`src/rtl/mem_wb_pipe_reg_if.sv`:
```
// ---------------------------------------------------------------------------
// mem_wb_pipe_reg_if
//   Bundle of every signal crossing the MEM->WB pipeline register boundary:
//   the upstream beat (in_*), the downstream beat (out_*), the handshakes
//   and the pipeline flush.
//
//   modport slave  : the pipeline register itself (takes in_*, flush,
//                    out_ready; drives in_ready and all out_* / WB results)
//   modport master : the surrounding pipeline (drives the MEM beat, flush and
//                    WB ready; observes the register outputs)
// ---------------------------------------------------------------------------
`timescale 1ns/1ps

interface mem_wb_pipe_reg_if #(
  parameter int DATA_W     = 32,
  parameter int REG_ADDR_W = 5
);
  logic                  flush;

  logic                  in_valid;
  logic                  in_ready;
  logic                  RegWrite_in;
  logic                  MemtoReg_in;
  logic [DATA_W-1:0]     Alu_result_in;
  logic [DATA_W-1:0]     Read_data_in;
  logic [REG_ADDR_W-1:0] Dest_in;

  logic                  out_valid;
  logic                  out_ready;
  logic                  RegWrite_out;
  logic                  MemtoReg_out;
  logic [DATA_W-1:0]     Alu_result_out;
  logic [DATA_W-1:0]     Read_data_out;
  logic [REG_ADDR_W-1:0] Dest_out;
  logic [DATA_W-1:0]     Wb_data_out;
  logic                  Fwd_valid;

  modport master (
    output flush,
    output in_valid, RegWrite_in, MemtoReg_in, Alu_result_in, Read_data_in, Dest_in,
    input  in_ready,
    output out_ready,
    input  out_valid, RegWrite_out, MemtoReg_out, Alu_result_out, Read_data_out,
    input  Dest_out, Wb_data_out, Fwd_valid
  );

  modport slave (
    input  flush,
    input  in_valid, RegWrite_in, MemtoReg_in, Alu_result_in, Read_data_in, Dest_in,
    output in_ready,
    input  out_ready,
    output out_valid, RegWrite_out, MemtoReg_out, Alu_result_out, Read_data_out,
    output Dest_out, Wb_data_out, Fwd_valid
  );
endinterface

```
`src/rtl/mem_wb_pipe_reg.sv`:
```
// ---------------------------------------------------------------------------
// mem_wb_pipe_reg
//   MEM->WB pipeline register with valid/ready handshake, flush and an
//   optional 2-entry skid buffer. Carries RegWrite/MemtoReg, ALU result,
//   memory read data and destination index into write-back, and produces the
//   final write-back value plus a forwarding-valid flag.
//
// Parameters
//   DATA_W      width of ALU result / read data / write-back data
//   REG_ADDR_W  width of destination register index
//   SKID        1: main + skid entry, registered in_ready, full throughput
//               0: single entry, in_ready = !out_valid | out_ready
//
// Ports
//   CLK    clock, rising edge
//   RST_N  asynchronous reset, active low (clears valid bits and payload)
//   bus    mem_wb_pipe_reg_if.slave: flush, in_* beat + in_ready,
//          out_* beat + out_ready, Wb_data_out, Fwd_valid
// ---------------------------------------------------------------------------
`timescale 1ns/1ps

module mem_wb_pipe_reg #(
  parameter int DATA_W     = 32,
  parameter int REG_ADDR_W = 5,
  parameter int SKID       = 1
) (
  input  logic                CLK,
  input  logic                RST_N,
  mem_wb_pipe_reg_if.slave    bus
);

  typedef struct packed {
    logic                  regwrite;
    logic                  memtoreg;
    logic [DATA_W-1:0]     alu_result;
    logic [DATA_W-1:0]     read_data;
    logic [REG_ADDR_W-1:0] dest;
  } beat_t;

  beat_t in_beat;
  beat_t m_beat_reg, m_beat_next;
  logic  m_valid_reg, m_valid_next;
  logic  accept, consume;

  assign in_beat.regwrite   = bus.RegWrite_in;
  assign in_beat.memtoreg   = bus.MemtoReg_in;
  assign in_beat.alu_result = bus.Alu_result_in;
  assign in_beat.read_data  = bus.Read_data_in;
  assign in_beat.dest       = bus.Dest_in;

  assign accept  = bus.in_valid & bus.in_ready;
  assign consume = m_valid_reg & bus.out_ready;

  // Main entry: always the one presented on the outputs.
  always_ff @(posedge CLK or negedge RST_N) begin
    if (!RST_N) begin
      m_valid_reg <= 1'b0;
      m_beat_reg  <= '0;
    end else begin
      m_valid_reg <= m_valid_next;
      m_beat_reg  <= m_beat_next;
    end
  end

  generate
    if (SKID != 0) begin : g_skid
      beat_t s_beat_reg, s_beat_next;
      logic  s_valid_reg, s_valid_next;

      // Registered ready: we only refuse input while the skid slot is full,
      // so a beat arriving in the same cycle that WB stalls always has a home.
      assign bus.in_ready = !s_valid_reg;

      always_comb begin
        m_valid_next = m_valid_reg;
        m_beat_next  = m_beat_reg;
        s_valid_next = s_valid_reg;
        s_beat_next  = s_beat_reg;
        if (bus.flush) begin
          // Flush beats everything; payload is left stale on purpose.
          m_valid_next = 1'b0;
          s_valid_next = 1'b0;
        end else if (s_valid_reg) begin
          // Both entries full (in_ready is low): only a shift can happen.
          if (bus.out_ready) begin
            m_beat_next  = s_beat_reg;
            s_valid_next = 1'b0;
          end
        end else if (accept) begin
          if (!m_valid_reg || bus.out_ready) begin
            m_valid_next = 1'b1;
            m_beat_next  = in_beat;
          end else begin
            s_valid_next = 1'b1;
            s_beat_next  = in_beat;
          end
        end else if (consume) begin
          m_valid_next = 1'b0;
        end
      end

      always_ff @(posedge CLK or negedge RST_N) begin
        if (!RST_N) begin
          s_valid_reg <= 1'b0;
          s_beat_reg  <= '0;
        end else begin
          s_valid_reg <= s_valid_next;
          s_beat_reg  <= s_beat_next;
        end
      end
    end else begin : g_single
      // Combinational ready: a beat leaving this cycle frees the entry for
      // the incoming one on the same edge.
      assign bus.in_ready = !m_valid_reg | bus.out_ready;

      always_comb begin
        m_valid_next = m_valid_reg;
        m_beat_next  = m_beat_reg;
        if (bus.flush) begin
          m_valid_next = 1'b0;
        end else if (accept) begin
          m_valid_next = 1'b1;
          m_beat_next  = in_beat;
        end else if (consume) begin
          m_valid_next = 1'b0;
        end
      end
    end
  endgenerate

  // Outputs are purely combinational from the main entry. Control bits that
  // cause architectural side effects are gated by valid so a bubble or a
  // flushed stale entry can never write the register file or forward.
  assign bus.out_valid      = m_valid_reg;
  assign bus.RegWrite_out   = m_valid_reg & m_beat_reg.regwrite;
  assign bus.MemtoReg_out   = m_beat_reg.memtoreg;
  assign bus.Alu_result_out = m_beat_reg.alu_result;
  assign bus.Read_data_out  = m_beat_reg.read_data;
  assign bus.Dest_out       = m_beat_reg.dest;
  assign bus.Wb_data_out    = m_beat_reg.memtoreg ? m_beat_reg.read_data
                                                  : m_beat_reg.alu_result;
  // r0 is hard-wired zero, so writes to it are never worth forwarding.
  assign bus.Fwd_valid      = m_valid_reg & m_beat_reg.regwrite
                              & (m_beat_reg.dest != '0);

endmodule
```
`src/flat_wrapper.sv`:
```
// flat-port wrapper written by rule: the top's interface ports become plain ports
module mem_wb_pipe_reg_flat 
#(
  parameter int DATA_W     = 32,
  parameter int REG_ADDR_W = 5,
  parameter int SKID       = 1
)
  (CLK, RST_N, bus_flush, bus_in_valid, bus_RegWrite_in, bus_MemtoReg_in, bus_Alu_result_in, bus_Read_data_in, bus_Dest_in, bus_in_ready, bus_out_ready, bus_out_valid, bus_RegWrite_out, bus_MemtoReg_out, bus_Alu_result_out, bus_Read_data_out, bus_Dest_out, bus_Wb_data_out, bus_Fwd_valid);
  mem_wb_pipe_reg_if #(.DATA_W(DATA_W), .REG_ADDR_W(REG_ADDR_W)) bus_i ();
  input  logic CLK;
  input  logic RST_N;
  input wire logic [$bits(bus_i.flush)-1:0] bus_flush;
  input wire logic [$bits(bus_i.in_valid)-1:0] bus_in_valid;
  input wire logic [$bits(bus_i.RegWrite_in)-1:0] bus_RegWrite_in;
  input wire logic [$bits(bus_i.MemtoReg_in)-1:0] bus_MemtoReg_in;
  input wire logic [$bits(bus_i.Alu_result_in)-1:0] bus_Alu_result_in;
  input wire logic [$bits(bus_i.Read_data_in)-1:0] bus_Read_data_in;
  input wire logic [$bits(bus_i.Dest_in)-1:0] bus_Dest_in;
  output wire logic [$bits(bus_i.in_ready)-1:0] bus_in_ready;
  input wire logic [$bits(bus_i.out_ready)-1:0] bus_out_ready;
  output wire logic [$bits(bus_i.out_valid)-1:0] bus_out_valid;
  output wire logic [$bits(bus_i.RegWrite_out)-1:0] bus_RegWrite_out;
  output wire logic [$bits(bus_i.MemtoReg_out)-1:0] bus_MemtoReg_out;
  output wire logic [$bits(bus_i.Alu_result_out)-1:0] bus_Alu_result_out;
  output wire logic [$bits(bus_i.Read_data_out)-1:0] bus_Read_data_out;
  output wire logic [$bits(bus_i.Dest_out)-1:0] bus_Dest_out;
  output wire logic [$bits(bus_i.Wb_data_out)-1:0] bus_Wb_data_out;
  output wire logic [$bits(bus_i.Fwd_valid)-1:0] bus_Fwd_valid;
  assign bus_i.flush = bus_flush;
  assign bus_i.in_valid = bus_in_valid;
  assign bus_i.RegWrite_in = bus_RegWrite_in;
  assign bus_i.MemtoReg_in = bus_MemtoReg_in;
  assign bus_i.Alu_result_in = bus_Alu_result_in;
  assign bus_i.Read_data_in = bus_Read_data_in;
  assign bus_i.Dest_in = bus_Dest_in;
  assign bus_in_ready = bus_i.in_ready;
  assign bus_i.out_ready = bus_out_ready;
  assign bus_out_valid = bus_i.out_valid;
  assign bus_RegWrite_out = bus_i.RegWrite_out;
  assign bus_MemtoReg_out = bus_i.MemtoReg_out;
  assign bus_Alu_result_out = bus_i.Alu_result_out;
  assign bus_Read_data_out = bus_i.Read_data_out;
  assign bus_Dest_out = bus_i.Dest_out;
  assign bus_Wb_data_out = bus_i.Wb_data_out;
  assign bus_Fwd_valid = bus_i.Fwd_valid;
  mem_wb_pipe_reg #(.DATA_W(DATA_W), .REG_ADDR_W(REG_ADDR_W), .SKID(SKID)) u_core (.CLK(CLK), .RST_N(RST_N), .bus(bus_i));
endmodule
```
`config.mk`:
```
export PLATFORM = sky130hd
export DESIGN_NAME = mem_wb_pipe_reg_flat
export DESIGN_NICKNAME = d
export VERILOG_FILES = /design/src/rtl/mem_wb_pipe_reg_if.sv /design/src/rtl/mem_wb_pipe_reg.sv /design/src/flat_wrapper.sv
export SDC_FILE = /design/constraint.sdc
export NUM_CORES = 1
export LEC_CHECK = 0
export ABC_CLOCK_PERIOD_IN_PS = 3600
export CAP_MARGIN = 25
export CORE_MARGIN = 3
export CORE_UTILIZATION = 53
export DETAILED_ROUTE_END_ITERATION = 10
export PLACE_DENSITY = 0.86
export SKIP_CTS_REPAIR_TIMING = 1
export SYNTH_ARGS = -nofsm -noshare
export SYNTH_HDL_FRONTEND = slang
export SYNTH_SLANG_ARGS = --single-unit
```
`constraint.sdc`:
```
create_clock -name CLK -period 3.6 [get_ports CLK]
set_input_delay 0.54 -clock CLK [delete_from_list [all_inputs] [get_ports CLK]]
set_output_delay 0.54 -clock CLK [all_outputs]
set_load 0.1 [all_outputs]
```
==> results.toml, run 1 <==
[layout]
most-common-layout-cells = "234 x mux2_2, 146 x clkdlybuf4s50_1, 142 x dfrtp_1"
final-seq-area_um2 = 3608
area_delta_synth_final_pct = 27.00
layout_commonest_cell = "mux2_2"
antenna_cells = 0
drive_above_1_share = 0.4935
largest_register_ffs = 71
multiInputGateArea_um2 = 2856
num-nets-final = 684
stdcell_area_um2 = 9064
n_fill_cell = 892

[detailed_routing]
finalWirelength_mm = 14.88
wl_per_cell_um = 18.79
drc = 0
via_count = 4186
firstDrtPassIters = 4
vias_per_cell = 5.285
drtIter0Drc = 211
antenna_left = 0

[yosys]
syn_inst = 498
synth_top_family_by_area = "multiplexers"
synthSimpleGateAreaFrac = 0.006136
ys_types = 19
yosys_register_bits = 144
synth_warnings = 0
synthMuxAreaShare = 0.3866
synth_compound_gate_area_share = 0.006311
avgSynthCellArea_um2 = 14.33
synth-xor-area-share = 0
synthAdderAreaFrac = 0
syn_nets = 574
synth-seq-area-share = 0.5049
netlist_area_um2 = 7137

[cts]
numCtsBuffers = 17
clk_path_buf_depth = 2
htreeDepth = 4
clk-insertion-delay-late_ns = 0.41
cts.sinks = 144
tritoncts = "yes"
clockRootBuffer = "clkbuf_16"
clkTransAtPathRegs_ns = 0.06

[global_route]
grt_pass1_vias = 4562
grtUsageTotal = 0.2080
grt_util_met2 = 0.3512
antenna_found_initial = 0
busiest_layer = "met2"
grtUsageMet1 = 0.2550
grt.overflow.total = 0
globalRouteMet3Util = 0.07660
grt_max_degree = 86
grt_pass1_wl_mm = 23.73

[floorplanning]
dieWidth_um = 122.0
die_h_um = 122.0
start_util = 0.5543
rows = 41
die-area_um2 = 14890
coreArea_um2 = 12880
ios = 182

[sta]
rsz0062_at_grt = "false"
finalCriticalPeriod_ns = 2.988
max_slew_margin = 0.3215
slew_violations = 0
post-route-period-util = 0.8301
hold_viol_final = 0
max_freq_mhz = 334.6
max_slew.worst_pin.slew_ns = 1.015
fin_setup_tns_ns = 0
fin_skew_ns = 0.005155
finalSetupViolCount = 0

[power]
p_per_area_nw_per_um2 = 796.9
p_leak_nw = 3.768
ir_drop_uv = 507.6

[place]
gp_congestion = 0.7342
place_area_um2 = 8478
dp_hpwl_mm = 9.764
numPortBuffers = 181

[outcome]
status = "completed"

[worst_setup_path]
cpMaxStageDelayCell = "clkdlybuf4s50_1"
worstPathCellList = "or4_1 > o21a_1 > clkdlybuf4s50_1"
cpPeakStageDelay_ns = 0.96
cp_max_fo = 3
cp.arrival_ns = 2.45
required_ns = 3.06
crit_type = "reg -> out"
end_kind = "primary output"
cp-start-kind = "flip-flop"

[worst_hold_path]
min_path_type = "in -> async"

[flow_run]
drv_cap = 0
==> metal layers <==
| metal | vias up | share of wire |
|---|---|---|
| met5 | - | 0 |
| met4 | 0 | 0.0061 |
| met3 | 10 | 0.072 |
| met2 | 131 | 0.51 |
| met1 | 2131 | 0.41 |
| li1 | 1914 | - |
==> cells in the mapped netlist <==
cell / instances / area, um^2
a211oi_1: 1 / 7.510
a211oi_4: 1 / 20.02
a21oi_1: 1 / 5.000
and2_1: 1 / 6.260
buf_2: 8 / 40.04
buf_4: 69 / 518.0
buf_6: 7 / 78.83
clkbuf_1: 11 / 41.29
dfrtp_1: 144 / 3603
inv_1: 2 / 7.510
mux2_1: 11 / 123.9
mux2_2: 234 / 2635
nand2_1: 2 / 7.510
nor2_1: 1 / 3.750
nor4_2: 1 / 12.51
o21a_1: 1 / 7.510
o21ai_0: 1 / 5.000
or2_1: 1 / 6.260
or4_1: 1 / 7.510
==> metrics by stage <==
stage          utilization  power (mW)  cells  hold WS [ns]  setup slack, ns
4_1_cts             0.7039       7.294    792        0.2041           0.5735
5_1_grt             0.7039       7.489    792        0.2353           0.5151
6_report            0.7039       7.223    792        0.1686           0.6117
3_5_place_dp        0.6584       5.542    761        0.4729            1.033
2_1_floorplan            -       4.998    498        0.2444           0.3910
3_3_place_gp        0.6584       5.462    761        0.4612            1.044
==> cell type report <==
type                    instances  area share
multi-input cells             257      0.3152
flip-flops and latches        144      0.3981
repair buffers                186      0.1975
clock inverters                 6    0.008835
inverters                       2   0.0008283
well taps                     172     0.02374
clock buffers                  25     0.05577
==> path summary, 6_finish.rpt <==
path                                             start                             to  slack (ns)  cells past startpoint
hold reg to reg            u_core.g_skid.s_beat_reg[2]    u_core.g_skid.s_beat_reg[2]        0.49                      1
setup reg to reg             u_core.g_skid.s_valid_reg   u_core.bus.Read_data_out[12]        1.16                      4
hold / removal                                   RST_N  u_core.bus.Alu_result_out[29]        0.17                      1
min in group CLK           u_core.g_skid.s_beat_reg[2]    u_core.g_skid.s_beat_reg[2]        0.49                      1
setup / recovery                u_core.bus.Dest_out[0]                  bus_Fwd_valid        0.61                      3
max in group asynchronous                        RST_N    u_core.bus.Read_data_out[2]        2.60                      2
==> where the power goes <==
| group | internal (mW) | switching (mW) | total, mW |
|---|---|---|---|
| combinational | 0.894 | 2.35 | 3.25 |
| sequential | 1.99 | 0.266 | 2.25 |
| clock | 1.10 | 0.617 | 1.72 |
| total | 3.99 | 3.24 | 7.22 |
==> worst max-delay path, delay by kind of cell, from the launching register on <==
family                 cells  cell delay [ns]
flip-flops                 1             0.38
AO/OA/AOI/OAI              1             0.18
AND/OR/NAND/NOR            1             0.52
buffers and inverters      1             0.96
==> kinds of logic after synthesis <==
kind of cell	count (synthesis)
buf+inv	97
compound gates	5
simple gates	7
mux	245
flops	144
Note: power is estimated with default switching activity, not from simulation.
==> inputs of run 2 (changes only) <==
Settings changed: ABC_CLOCK_PERIOD_IN_PS 3600 to 3100, CORE_UTILIZATION 53 to 50, PLACE_DENSITY 0.86 to 0.81.
Clock period 3.6 ns to 3.1 ns, I/O delays scaled along.
==> run 2 against run 1 <==
Against the previous run: sequential share of layout area increased by 0.52 points; combinational power up 14%; cell count grew 1.3%; critical path depth unchanged; sequential cell count did not move; critical endpoint is now bus_in_ready; largest cell class unchanged.
==> results.toml, run 2 (same netlist as run 1, synthesis figures left out) <==
[sta]
max_slew.worst_pin.slew_ns = 0.7357
hold_viol_final = 0
fin_setup_tns_ns = 0
slew_violations = 0
rsz0062_at_grt = "false"
finalCriticalPeriod_ns = 2.696
timing.hold.ws_ns = 0.04289
fin_skew_ns = 0.007577
post-route-period-util = 0.8695
setup_ws_ns = 0.4044
finalSetupViolCount = 0
max_slew_margin = 0.5095
max_freq_mhz = 371.0

[place]
numPortBuffers = 181
gp_congestion = 0.8043
dp_slack_ns = 0.7750
dp_hpwl_mm = 9.434
place_area_um2 = 8329

[detailed_routing]
antenna_left = 0
drtIter0Drc = 112
vias_per_cell = 5.264
firstDrtPassIters = 4
finalWirelength_mm = 14.39
via_count = 4222
drc = 0
wl_per_cell_um = 17.94

[cts]
htreeDepth = 4
cts.sinks = 144
clkTransAtPathRegs_ns = 0.06
numCtsBuffers = 17
tritoncts = "yes"
clk-insertion-delay-late_ns = 0.42
clk_path_buf_depth = 2
clockRootBuffer = "clkbuf_16"

[global_route]
grtUsageTotal = 0.1878
grt_pass1_vias = 4581
grt.overflow.total = 0
grt_pass1_wl_mm = 23.55
grt_max_degree = 76
antenna_found_initial = 0

[layout]
stdcell_area_um2 = 8946
utilization = 0.6420
drive_above_1_share = 0.6158
most-common-layout-cells = "234 x mux2_2, 142 x dfrtp_1, 109 x buf_4"
layout_commonest_cell = "mux2_2"
largest_register_ffs = 71
num-nets-final = 685
area_delta_synth_final_pct = 25.35
antenna_cells = 0

[floorplanning]
start_util = 0.5122
coreArea_um2 = 13930
die-area_um2 = 15740
ios = 182
dieWidth_um = 125.5
rows = 43
die_h_um = 125.5

[worst_setup_path]
cp_max_fo = 39
required_ns = 2.63
reg2reg_depth = 4
r2r-end = "u_core.bus.Alu_result_out[6]"
cp.arrival_ns = 2.23
end_kind = "primary output"
cp-start-kind = "flip-flop"
crit_type = "reg -> out"
ff2ff_setup_slack_ns = 0.85
reg2reg_from = "u_core.g_skid.s_valid_reg"

[power]
p_leak_nw = 3.854
ir_drop_uv = 649.0
p_per_area_nw_per_um2 = 940.7

[outcome]
status = "completed"

[worst_hold_path]
min_path_type = "in -> async"

[flow_run]
drv_cap = 0
-- run 2: cell types whose count changed in the layout (fill, tap and decap cells not counted) --
| cell | delta |
|---|---|
| and2_2 | +1 |
| buf_4 | +72 |
| clkinvlp_4 | +3 |
| clkbuf_1 | -2 |
| buf_12 | +1 |
| bufinv_16 | +1 |
| clkdlybuf4s50_1 | -72 |
| and2_1 | -1 |
| clkbuf_8 | -1 |
-- run 2: worst max-delay path, cell delays in order, from the launching register on --
cell and delay [ns]:
dfrtp_4 0.77, buf_4 0.57, inv_1 0.16, buf_4 0.27
-- run 2: power by group --
group	internal (mW)	switching, mW
Sequential	2.31	0.305
Combinational	0.979	2.73
Clock	1.34	0.749
Total	4.63	3.78
-- run 2: metrics by stage --
step | std cells | power, mW
6_report | 802 | 8.415
5_1_grt | 802 | 8.723
4_1_cts | 802 | 8.498
3_5_place_dp | 770 | 6.375
3_3_place_gp | 770 | 6.296
2_1_floorplan | 498 | 5.805
-- run 2: routing by layer --
metal  global-route usage  wire length, um  vias up
met3              0.06408             1026       16
met1               0.2395             6316     2149
met2               0.3014             6831      135
met4              0.06378              213        0
met5                    0                0        -
li1                     -                -     1922
-- run 2: how the worst max path moves through the flow --
stage,end,cells after the start,startpoint,slack [ns]
6_report,bus_in_ready,3,u_core.g_skid.s_valid_reg,0.40
5_1_grt,bus_in_ready,3,u_core.g_skid.s_valid_reg,0.27
4_1_cts,bus_in_ready,3,u_core.g_skid.s_valid_reg,0.36
3_5_place_dp,u_core.bus.Alu_result_out[10],5,bus_out_ready,0.78
3_3_place_gp,u_core.bus.Read_data_out[6],5,bus_out_ready,0.81
2_1_floorplan,bus_Fwd_valid,2,u_core.bus.out_valid,0.24
-- run 2: final cells by class --
type	instances	area, um^2
clock inverters	10	132.6
well taps	180	225.2
multi-input cells	257	2858
clock buffers	22	484.2
flip-flops and latches	144	3608
inverters	2	7.507
repair buffers	187	1630
fillers	1046	4989
==> inputs of run 3 (changes only) <==
Settings changed: CORE_UTILIZATION 50 to 51, CTS_BUF_LIST from default to sky130_fd_sc_hd__clkbuf_4, PLACE_DENSITY 0.81 to 0.83, SKIP_LAST_GASP from default to 1.
==> run 3 against run 2 <==
Against the previous run: largest cell class unchanged; cell area fell by 3.8%; critical path type unchanged; cell count down 0.25%; die area is 1.9% lower; register-to-register slack improved by 0.08 ns; fmax up 7.4%.
==> results.toml, run 3 (same netlist as run 1, synthesis figures left out) <==
[worst_setup_path]
required_ns = 2.63
cpLargestDelayFamily = "buffers and inverters"
cpMaxStageDelayCell = "dfrtp_2"
cp_max_fo = 16
cp.depth = 3
end_kind = "primary output"
cpPeakStageDelay_ns = 0.56
reg2reg_depth = 4
crit_type = "reg -> out"
cp.arrival_ns = 2.05
cpMostUsedCell = "buf_4"
crit_buf_inv = 2
worstPathCellList = "buf_4 > mux2_2 > buf_4"
cp-start-kind = "flip-flop"

[worst_hold_path]
min_path_cells = 1
min_path_type = "reg -> reg"

[sta]
finalCriticalPeriod_ns = 2.510
hold_viol_final = 0
fin_skew_ns = 0.009498
max_slew.worst_pin.slew_ns = 0.6894
timing.hold.ws_ns = 0.5022
max_freq_mhz = 398.3
max_slew_margin = 0.5404
slew_violations = 0
post-route-period-util = 0.8098
rsz0062_at_grt = "false"
fin_setup_tns_ns = 0
setup_ws_ns = 0.5895
finalSetupViolCount = 0

[cts]
numCtsBuffers = 17
cts.sinks = 144
clk_path_buf_depth = 2
clockRootBuffer = "clkbuf_4"
clk-insertion-delay-late_ns = 0.53
tritoncts = "yes"
clkTransAtPathRegs_ns = 0.11
htreeDepth = 4

[place]
place_area_um2 = 8339
dp_slack_ns = 0.7747
numPortBuffers = 181
placedCellCount = 768
gp_congestion = 0.7331
dp_hpwl_mm = 9.707

[detailed_routing]
finalWirelength_mm = 14.31
wl_per_cell_um = 17.89
vias_per_cell = 5.216
drc = 0
firstDrtPassIters = 4
antenna_left = 0
drtIter0Drc = 185
via_count = 4173

[layout]
most-common-layout-cells = "234 x mux2_2, 142 x dfrtp_1, 111 x buf_4"
antenna_cells = 0
multiInputGateArea_um2 = 2858
drive_above_1_share = 0.6106
num-nets-final = 688
largest_register_ffs = 71
area_delta_synth_final_pct = 20.53
stdcell_count = 800
utilization = 0.6394
n_fill_cell = 1026
layout_commonest_cell = "mux2_2"
stdcell_area_um2 = 8602
final-seq-area_um2 = 3608

[flow_run]
drv_cap = 0

[power]
p_int_mw = 3.776
ir_drop_uv = 641.1
seqPwrFrac = 0.348
p_per_area_nw_per_um2 = 862.6
power.total_mw = 7.420
p_sw_frac = 0.4911
power_frac_comb = 0.503
clkPwrFrac = 0.149
switching_power_mw = 3.644
p_leak_nw = 3.718

[floorplanning]
start_util = 0.5305
coreArea_um2 = 13450
dieWidth_um = 124.3
ios = 182
die_h_um = 124.3
rows = 42
die-area_um2 = 15450

[global_route]
grtUsageTotal = 0.1916
antenna_found_initial = 0
grt_max_degree = 77
grt_pass1_wl_mm = 23.62
grt.overflow.total = 0
grt_pass1_vias = 4547

[outcome]
status = "completed"
run 3: path summary, 6_finish.rpt:
check | start | endpoint | slack [ns]
min in group asynchronous | RST_N | u_core.bus.Read_data_out[30] | 0.51
setup reg to reg | u_core.g_skid.s_valid_reg | u_core.bus.Alu_result_out[14] | 0.93
setup / recovery | u_core.bus.MemtoReg_out | bus_Wb_data_out[13] | 0.59
hold / removal | u_core.g_skid.s_beat_reg[37] | u_core.g_skid.s_beat_reg[37] | 0.50
hold reg to reg | u_core.g_skid.s_beat_reg[37] | u_core.g_skid.s_beat_reg[37] | 0.50
max in group asynchronous | RST_N | u_core.g_skid.s_valid_reg | 1.77
run 3: cell type report:
cell class	count	area share
flip-flops and latches	144	0.4195
multi-input cells	257	0.3322
repair buffers	190	0.1924
well taps	176	0.02560
clock buffers	21	0.01833
clock inverters	10	0.01105
inverters	2	0.0008727
run 3: power groups by stage:
stage                     Clock [mW]  Sequential (mW)  Combinational [mW]
after floorplan                    0             2.53                3.28
after global placement             0             2.59                3.71
after detailed placement           0             2.62                3.76
after CTS                       1.15             2.59                3.76
after global routing            1.25             2.64                3.85
final                           1.11             2.58                3.73
run 3: per-layer routing:
layer / wire length [um] / vias to the layer above / global-route usage
li1: - / 1932 / -
met1: 6174 / 2093 / 0.2431
met2: 6924 / 132 / 0.3076
met3: 1001 / 16 / 0.06604
met4: 212 / 0 / 0.06576
met5: 0 / - / 0
